## config.mk

```make
export PLATFORM = sky130hd
export DESIGN_NAME = multicycle_cu
export DESIGN_NICKNAME = d
export VERILOG_FILES = /design/src/rtl/multicycle_cu.sv
export SDC_FILE = /design/constraint.sdc
export NUM_CORES = 1
export LEC_CHECK = 0
export BUFFER_PORTS_ARGS = -buffer_cell sky130_fd_sc_hd__buf_2
export CORE_AREA = 3 3 100 102
export DETAILED_ROUTE_END_ITERATION = 6
export DIE_AREA = 0 0 103 105
export SLEW_MARGIN = 15
export SYNTH_ARGS = -nofsm -noshare
export SYNTH_HDL_FRONTEND = slang
export SYNTH_SLANG_ARGS = --single-unit
```

## constraint.sdc

```tcl
create_clock -name clk -period 2.7 [get_ports clk]
set_clock_uncertainty 0.1 [all_clocks]
set_input_delay 0.81 -clock clk [delete_from_list [all_inputs] [get_ports clk]]
set_output_delay 0.81 -clock clk [all_outputs]
set_load 0.05 [all_outputs]
```

## src/rtl/multicycle_cu.sv

```systemverilog
// multicycle_cu: multi-cycle control unit for the simple CPU datapath.
// Optional debug read port: define CU_DEBUG_PORT_EN.
//
// Ports:
//   clk, rst             clock, async active-high reset
//   instr, instr_valid   instruction in, {class,rd,rs1,rs2,offset,opcode}
//   instr_ready          high in IDLE while rst is low
//   result2              write-back data (ALU or memory)
//   operand1/2, offset   ALU operands / store data / immediate
//   opcode               ALU opcode (0 add, 1 sub)
//   sel1, sel3           result2 source / ALU operand B source
//   w_r                  data memory write enable
//   done                 high for the WRITE_BACK cycle
//   dbg_addr, dbg_data   register read port (CU_DEBUG_PORT_EN only)
module multicycle_cu #(
  parameter int DATA_WIDTH = 8,
  parameter int ADDR_BITS  = 5,
  parameter int NUM_REGS   = 4,
  parameter int R0_ZERO    = 0,
  localparam int REG_BITS    = $clog2(NUM_REGS),
  localparam int INSTR_WIDTH = 2 + 3*REG_BITS + DATA_WIDTH + 4
) (
  input  logic                   clk,
  input  logic                   rst,
  input  logic [INSTR_WIDTH-1:0] instr,
  input  logic                   instr_valid,
  output logic                   instr_ready,
  input  logic [DATA_WIDTH-1:0]  result2,
  output logic [DATA_WIDTH-1:0]  operand1,
  output logic [DATA_WIDTH-1:0]  operand2,
  output logic [DATA_WIDTH-1:0]  offset,
  output logic [3:0]             opcode,
  output logic                   sel1,
  output logic                   sel3,
  output logic                   w_r,
  output logic                   done
`ifdef CU_DEBUG_PORT_EN
  ,
  input  logic [REG_BITS-1:0]    dbg_addr,
  output logic [DATA_WIDTH-1:0]  dbg_data
`endif
);

  if (ADDR_BITS < 1 || ADDR_BITS > DATA_WIDTH) begin : g_bad_addr
    $error("multicycle_cu: ADDR_BITS must be 1..DATA_WIDTH");
  end
  if (NUM_REGS < 2 || (1 << REG_BITS) != NUM_REGS) begin : g_bad_regs
    $error("multicycle_cu: NUM_REGS must be a power of two >= 2");
  end

  localparam int OFF_LSB = 4;
  localparam int RS2_LSB = OFF_LSB + DATA_WIDTH;
  localparam int RS1_LSB = RS2_LSB + REG_BITS;
  localparam int RD_LSB  = RS1_LSB + REG_BITS;
  localparam int CLS_LSB = RD_LSB + REG_BITS;

  typedef enum logic [2:0] {
    S_IDLE    = 3'd0,
    S_DECODE  = 3'd1,
    S_EXECUTE = 3'd2,
    S_MEM     = 3'd3,
    S_WB      = 3'd4
  } state_t;

  typedef enum logic [1:0] {
    C_NOP   = 2'b00,
    C_STD   = 2'b01,
    C_LOAD  = 2'b10,
    C_STORE = 2'b11
  } cls_t;

  state_t state, state_n;
  cls_t   cls_q;
  logic [REG_BITS-1:0]   rd_q;
  logic [DATA_WIDTH-1:0] regs [NUM_REGS];

  logic [1:0]            in_cls;
  logic [REG_BITS-1:0]   in_rd, in_rs1, in_rs2;
  logic [DATA_WIDTH-1:0] in_off;
  logic [3:0]            in_op;
  logic                  in_mem;
  logic                  accept;
  logic                  wb_en;

  assign in_cls = instr[CLS_LSB +: 2];
  assign in_rd  = instr[RD_LSB +: REG_BITS];
  assign in_rs1 = instr[RS1_LSB +: REG_BITS];
  assign in_rs2 = instr[RS2_LSB +: REG_BITS];
  assign in_off = instr[OFF_LSB +: DATA_WIDTH];
  assign in_op  = instr[3:0];
  // load and store both have class bit 1 set
  assign in_mem = in_cls[1];

  assign instr_ready = (state == S_IDLE) && !rst;
  assign accept      = instr_valid && instr_ready;
  assign done        = (state == S_WB);

  function automatic logic [DATA_WIDTH-1:0] rd_reg(
    input logic [REG_BITS-1:0] a
  );
    if (R0_ZERO != 0 && a == '0) return '0;
    return regs[a];
  endfunction

  assign wb_en = (cls_q == C_STD || cls_q == C_LOAD) &&
                 !(R0_ZERO != 0 && rd_q == '0);

  always_ff @(posedge clk or posedge rst) begin
    if (rst) state <= S_IDLE;
    else     state <= state_n;
  end

  always_comb begin
    state_n = S_IDLE;
    unique case (state)
      S_IDLE:    state_n = accept ? S_DECODE : S_IDLE;
      S_DECODE:  state_n = (cls_q == C_NOP) ? S_WB : S_EXECUTE;
      S_EXECUTE: state_n = (cls_q == C_STD) ? S_WB : S_MEM;
      S_MEM:     state_n = S_WB;
      S_WB:      state_n = S_IDLE;
      default:   state_n = S_IDLE;
    endcase
  end

  always_ff @(posedge clk or posedge rst) begin
    if (rst) begin
      operand1 <= '0;
      operand2 <= '0;
      offset   <= '0;
      opcode   <= 4'hF;
      sel1     <= 1'b0;
      sel3     <= 1'b0;
      w_r      <= 1'b0;
      cls_q    <= C_NOP;
      rd_q     <= '0;
      for (int i = 0; i < NUM_REGS; i++)
        regs[i] <= DATA_WIDTH'(i);
    end else begin
      if (accept) begin
        operand1 <= rd_reg(in_rs1);
        operand2 <= rd_reg(in_mem ? in_rd : in_rs2);
        offset   <= in_off;
        opcode   <= in_op;
        sel1     <= !in_mem;
        sel3     <= in_mem;
        w_r      <= 1'b0;
        cls_q    <= cls_t'(in_cls);
        rd_q     <= in_rd;
      end else if (state == S_EXECUTE && cls_q == C_STORE) begin
        w_r <= 1'b1;
      end else if (state == S_MEM) begin
        w_r <= 1'b0;
      end
      if (state == S_WB && wb_en)
        regs[rd_q] <= result2;
    end
  end

`ifdef CU_DEBUG_PORT_EN
  assign dbg_data = rd_reg(dbg_addr);
`endif

endmodule

```

==> results.sh, run 1 <==
export IMPL_io_pin_count=64
export IMPL_grt_remaining_overflow=0
export IMPL_area_growth_pct=20.0
export IMPL_die_w_um=103
export IMPL_path_cells="nor4_4 -> buf_2"
export IMPL_dp_hpwl_um=4710
export IMPL_dr_pass1_iters=4
export IMPL_fin_crit_sh_pct=87.3
export IMPL_cts_resized=0
export IMPL_ys_warn_count=0
export IMPL_synth_edf_count=0
export IMPL_arrival_ps=1450
export IMPL_clk_pin_slew_ps=70
export IMPL_dieHeight_um=105
export IMPL_synth_cell_types=34
export IMPL_row_count=35
export IMPL_ys_ff_latch=69
export IMPL_clock_sinks=69
export IMPL_slew_limit_headroom_pct=75.5
export IMPL_status="finished clean"
export IMPL_ff_latch_area_sq_um=1740
export IMPL_slew_viol_final=0
export IMPL_start_util_pct=34.9
export IMPL_hold_class="reg2reg"
export IMPL_power_frac_clock_pct=19.0
export IMPL_routed_wl_um=6830
export IMPL_synth_net_count=296
export IMPL_max_freq_mhz=424
export IMPL_switchingPower_uw=2060
export IMPL_cts_tree="done"
export IMPL_total_leakage_power_uw=0.00189
export IMPL_cp_startpoint="state[0]"
export IMPL_critPathMaxStageDelay_ps=480
export IMPL_post_cts_buffers=0
export IMPL_grt_pass1_vias=2161
export IMPL_wire_per_inst_um=15.4
export IMPL_track_usage_pct=13.3
export IMPL_worst_slack_ps=344
export IMPL_cts_hold_buf=0
export IMPL_fill_cells=889
export IMPL_critical_path_max_fanout=7
export IMPL_r2r_start="sel3"
export IMPL_cts_buffers=9
export IMPL_syn_inst=262
export IMPL_worstPathRequired_ps=1790
export IMPL_critPathBufInv=1
export IMPL_seq_area_frac_synth_pct=54.1
export IMPL_slowest_stage="dfrtp_1"
export IMPL_ys_flop_type="dfrtp_1"
export IMPL_instances_no_fill=445
export IMPL_ant_nets=0
export IMPL_final_core_util_pct=41.9
export IMPL_worstSetupPathType="reg2out"
export IMPL_cp_top_family="flip-flops"
export IMPL_worst_setup_path_end_kind="output pin"
export IMPL_peakVddDrop_mv=0.378
export IMPL_avgSynthCellArea_sq_um=12.3
export IMPL_power_density_nw_per_um2=1280
export IMPL_mostFrequentLayoutCells="nand2_1, buf_2, dfrtp_1"
export IMPL_gp_congestion=0.776
export IMPL_async_flop_share_pct=100
export IMPL_numPortBuffers=63
export IMPL_drt_iter0_drc=74
export IMPL_drive_gt1_share_pct=41.6
export IMPL_root_buffer="clkbuf_8"
export IMPL_clk_latency_ps=330
export IMPL_syn_cell_area_sq_um=3210
export IMPL_drc=0
export IMPL_antenna_found_initial=0
export IMPL_worst_hold_slack_ps=356
export IMPL_grt_start_max_net_pins=70
export IMPL_rsz0062_at_grt="no"
export IMPL_min_delay_start="opcode[0]"
export IMPL_cts_max_level=3
export IMPL_num_vias=2146
export IMPL_cap_viol_max_count=0
export IMPL_worst_slew_pin_slew_ps=368
export IMPL_pwr_share_seq_pct=38.9
export IMPL_place_ws_ps=387
export IMPL_vias_per_cell=4.82
export IMPL_setup_violations=0
export IMPL_coreArea_sq_um=9200
export IMPL_insertedDiodeCount=0
export IMPL_finalHoldViolations=0
export IMPL_dieArea_sq_um=10800
export IMPL_tns_ps=0
export IMPL_switching_share_pct=41.7
export IMPL_nNetsFinal=363
export IMPL_period_needed_ps=2360
export IMPL_clockBufferDepth=2
export IMPL_combPwrFrac_pct=42.1
export IMPL_multi_input_area_sq_um=1380
export IMPL_crit_path_start_kind="register"
export IMPL_layout_commonest_cell="nand2_1"
export IMPL_intPower_uw=2880
export IMPL_placedCellCount=429
export IMPL_grt_pass1_wl_um=11000
==> sequential cells by signal (all words and copies together) (netlist names) <==
signal / flops
sel1: 1
w_r: 1
cls_q: 1
opcode: 4
operand1: 8
rd_q: 2
regs: 32
operand2: 8
state: 3
offset: 8
sel3: 1
==> final cells by class <==
class | instances | share of cell area (%)
well taps | 111 | 3.60
flip-flops and latches | 69 | 45.1
clock inverters | 4 | 1.82
multi-input cells | 178 | 35.7
inverters | 3 | 0.292
repair buffers | 68 | 9.48
clock buffers | 12 | 4.03
==> cells in the mapped netlist, types with 2 or more instances <==
cell      instances  share of area (%)
nand2_1          73                8.5
dfrtp_1          61                 48
mux2_2           26                9.1
mux2i_1          15                4.7
dfstp_2           8                6.5
mux2_4            8                3.7
mux4_2            8                5.6
o21ai_0           8                1.2
o221ai_1          7                1.9
nor2_1            5               0.58
buf_6             4                1.4
nor2b_1           4               0.78
a21oi_1           3               0.47
buf_4             3               0.70
ha_1              3                1.2
inv_1             3               0.35
and2_1            2               0.39
buf_1             2               0.23
clkbuf_1          2               0.23
nand2b_1          2               0.39
nor3b_1           2               0.47
==> per-layer routing <==
| layer | up-vias | routed length [um] | global-route usage, % |
|---|---|---|---|
| met1 | 1020 | 3090 | 16.7 |
| met5 | - | 0 | 0 |
| li1 | 1053 | - | - |
| met4 | 0 | 177 | 7.03 |
| met3 | 14 | 371 | 3.34 |
| met2 | 59 | 3200 | 20.8 |
==> cells by family (layout without fill, tap and decap cells) <==
| logic type | after synthesis | after routing | share of synthesized area (%) |
|---|---|---|---|
| flops | 69 | 69 | 54.1 |
| mux | 58 | 58 | 23.8 |
| simple gates | 95 | 95 | 13.3 |
| compound gates | 22 | 22 | 4.52 |
| buf+inv | 15 | 87 | 3.08 |
| fa+ha+maj | 3 | 3 | 1.17 |
==> worst reg2reg max path, cell delays in order, from the launching register on <==
cell	delay, ps
dfrtp_1	370
inv_1	80
ha_1	290
and4b_1	220
nor2b_1	150
buf_4	240
mux2_4	310
==> metrics by stage <==
step	power (uW)	area (sq um)
floorplan	3550	3210
global placement	3990	3630
detailed placement	4040	3630
CTS	4990	3850
global route	5270	3850
finish	4940	3850
==> final timing paths <==
check / endpoint / slack, ps / depth (start not counted)
hold / removal: opcode[0] / 360 / 2
min in group asynchronous: w_r / 460 / 3
setup reg to reg: regs[26] / 810 / 6
setup / recovery: instr_ready / 340 / 2
hold reg to reg: opcode[0] / 360 / 2
max in group asynchronous: opcode[0] / 1700 / 3
==> power by group through the flow <==
stage	combinational (uW)	clock, uW	sequential, uW
global route	2250	1020	2000
detailed placement	2100	0	1940
CTS	2100	966	1920
global placement	2070	0	1920
floorplan	955	0	2590
finish	2080	940	1920
(Power assumes the default switching activity.)
==> run 2: changes to the inputs <==
--- a/config.mk
+++ b/config.mk
@@ -6,9 +6,10 @@
 export NUM_CORES = 1
 export LEC_CHECK = 0
 export BUFFER_PORTS_ARGS = -buffer_cell sky130_fd_sc_hd__buf_2
-export CORE_AREA = 3 3 100 102
+export CORE_AREA = 3 3 85 87
 export DETAILED_ROUTE_END_ITERATION = 6
-export DIE_AREA = 0 0 103 105
+export DIE_AREA = 0 0 88 90
+export PLACE_DENSITY = 0.74
 export SLEW_MARGIN = 15
 export SYNTH_ARGS = -nofsm -noshare
 export SYNTH_HDL_FRONTEND = slang
==> run 2 against run 1 <==
  * Core utilization up 17 points
  * First-iteration DRC count up 12%
  * Combinational power about the same
  * Sequential power about the same
  * Sequential share of layout area up 0.82 points
  * Final area down 1.8%
  * Count of clock-buffer cells in the layout down 2
  * Setup slack worse by 4.5 ps
  * Critical path type unchanged
  * Highest routed layer unchanged
==> results.sh, run 2 (synthesis gave the netlist of run 1 again) <==
export IMPL_clk_pin_slew_ps=70
export IMPL_antenna_found_initial=0
export IMPL_io_pin_count=64
export IMPL_gp_congestion=0.739
export IMPL_slew_viol_final=0
export IMPL_slew_limit_headroom_pct=65.6
export IMPL_cts_buffers=9
export IMPL_grt_remaining_overflow=0
export IMPL_row_count=29
export IMPL_rrSetupSlack_ps=790
export IMPL_status="finished clean"
export IMPL_clk_latency_ps=340
export IMPL_coreArea_sq_um=6420
export IMPL_dp_hpwl_um=4500
export IMPL_worst_setup_path_end_kind="output pin"
export IMPL_switching_share_pct=43.1
export IMPL_mostFrequentLayoutCells="nand2_1, buf_2, dfrtp_1"
export IMPL_path_cells="nor4_4 -> buf_2"
export IMPL_dieHeight_um=90
export IMPL_largest_register_ffs=32
export IMPL_grt_start_max_net_pins=30
export IMPL_arrival_ps=1450
export IMPL_crit_path_start_kind="register"
export IMPL_clockBufferDepth=2
export IMPL_grt_pass1_wl_um=10500
export IMPL_cap_viol_max_count=0
export IMPL_cts_resized=0
export IMPL_routed_wl_um=6450
export IMPL_combPwrFrac_pct=43.4
export IMPL_pwr_share_seq_pct=39.8
export IMPL_ant_nets=0
export IMPL_rsz0062_at_grt="no"
export IMPL_top_register="regs"
export IMPL_layout_commonest_cell="nand2_1"
export IMPL_area_growth_pct=17.8
export IMPL_dieArea_sq_um=7920
export IMPL_cts_hold_buf=0
export IMPL_vias_per_cell=5.27
export IMPL_grt_pass1_vias=2108
export IMPL_start_util_pct=50.0
export IMPL_setup_violations=0
export IMPL_fin_area_sq_um=3780
export IMPL_root_buffer="clkbuf_8"
export IMPL_drc=0
export IMPL_period_needed_ps=2360
export IMPL_power_density_nw_per_um2=1270
export IMPL_die_w_um=88
export IMPL_slowest_stage="dfrtp_1"
export IMPL_finalHoldViolations=0
export IMPL_insertedDiodeCount=0
export IMPL_track_usage_pct=17.2
export IMPL_power_frac_clock_pct=16.8
export IMPL_fill_cells=537
export IMPL_drive_gt1_share_pct=41.8
export IMPL_total_leakage_power_uw=0.00187
export IMPL_cts_tree="done"
export IMPL_hold_class="reg2reg"
export IMPL_clock_sinks=69
export IMPL_post_dp_cell_area_sq_um=3590
export IMPL_worst_slack_ps=339
export IMPL_num_vias=2171
export IMPL_critical_path_max_fanout=7
export IMPL_intPower_uw=2740
export IMPL_numPortBuffers=63
export IMPL_nNetsFinal=364
export IMPL_worstSetupPathType="reg2out"
export IMPL_worst_slew_pin_slew_ps=515
export IMPL_cts_max_level=3
export IMPL_wire_per_inst_um=15.7
export IMPL_switchingPower_uw=2070
export IMPL_fin_crit_sh_pct=87.4
export IMPL_worstPathRequired_ps=1790
export IMPL_critPathMaxStageDelay_ps=480
export IMPL_drt_iter0_drc=83
export IMPL_max_freq_mhz=424
export IMPL_peakVddDrop_mv=0.509
export IMPL_dr_pass1_iters=4
export IMPL_tns_ps=0
export IMPL_post_cts_buffers=0
export IMPL_place_ws_ps=383
run 2: power by group through the flow:
stage	registers (uW)	clock network [uW]	logic, uW
after floorplan	2590	0	955
after global placement	1920	0	2050
after detailed placement	1920	0	2110
after CTS	1910	828	2110
after global routing	1990	867	2250
final	1910	806	2090
run 2: final cells by class:
| class | count | area [sq um] | area share [%] |
|---|---|---|---|
| Clock buffer | 10 | 128 | 3.37 |
| Clock inverter | 6 | 63.8 | 1.69 |
| Inverter | 3 | 11.3 | 0.298 |
| Multi-Input combinational cell | 178 | 1380 | 36.4 |
| Sequential cell | 69 | 1740 | 45.9 |
| Tap cell | 77 | 96.3 | 2.55 |
| Timing Repair Buffer | 69 | 373 | 9.85 |
run 2: metrics by stage:
| stage | hold slack (ps) | power (uW) | instances | utilization (%) |
|---|---|---|---|---|
| floorplan | 391 | 3550 | 262 | - |
| global placement | 345 | 3970 | 396 | 56.0 |
| detailed placement | 349 | 4030 | 396 | 56.0 |
| CTS | 359 | 4850 | 412 | 58.9 |
| global route | 385 | 5100 | 412 | 58.9 |
| finish | 357 | 4810 | 412 | 58.9 |
run 2: worst paths after layout:
check	startpoint	endpoint	depth (start not counted)
worst min register to register	opcode[3]	opcode[3]	2
max in group asynchronous	rst	opcode[0]	3
worst min-delay path	opcode[3]	opcode[3]	2
worst max-delay path	state[0]	instr_ready	2
worst max register to register	state[0]	operand2[0]	4
min in group asynchronous	rst	sel3	2
run 2: worst max-delay path, delay by kind of cell, from the launching register on:
family                 cells  cell delay [ps]
buffers and inverters      1              310
flip-flops                 1              480
AND/OR/NAND/NOR            1              330
run 2: per-layer routing:
metal | vias up | track usage [%] | part of all wire, %
met3 | 8 | 3.29 | 5.0
li1 | 1054 | - | -
met5 | - | 0 | 0
met4 | 0 | 6.91 | 1.3
met1 | 1053 | 23.9 | 47
met2 | 56 | 26.4 | 47
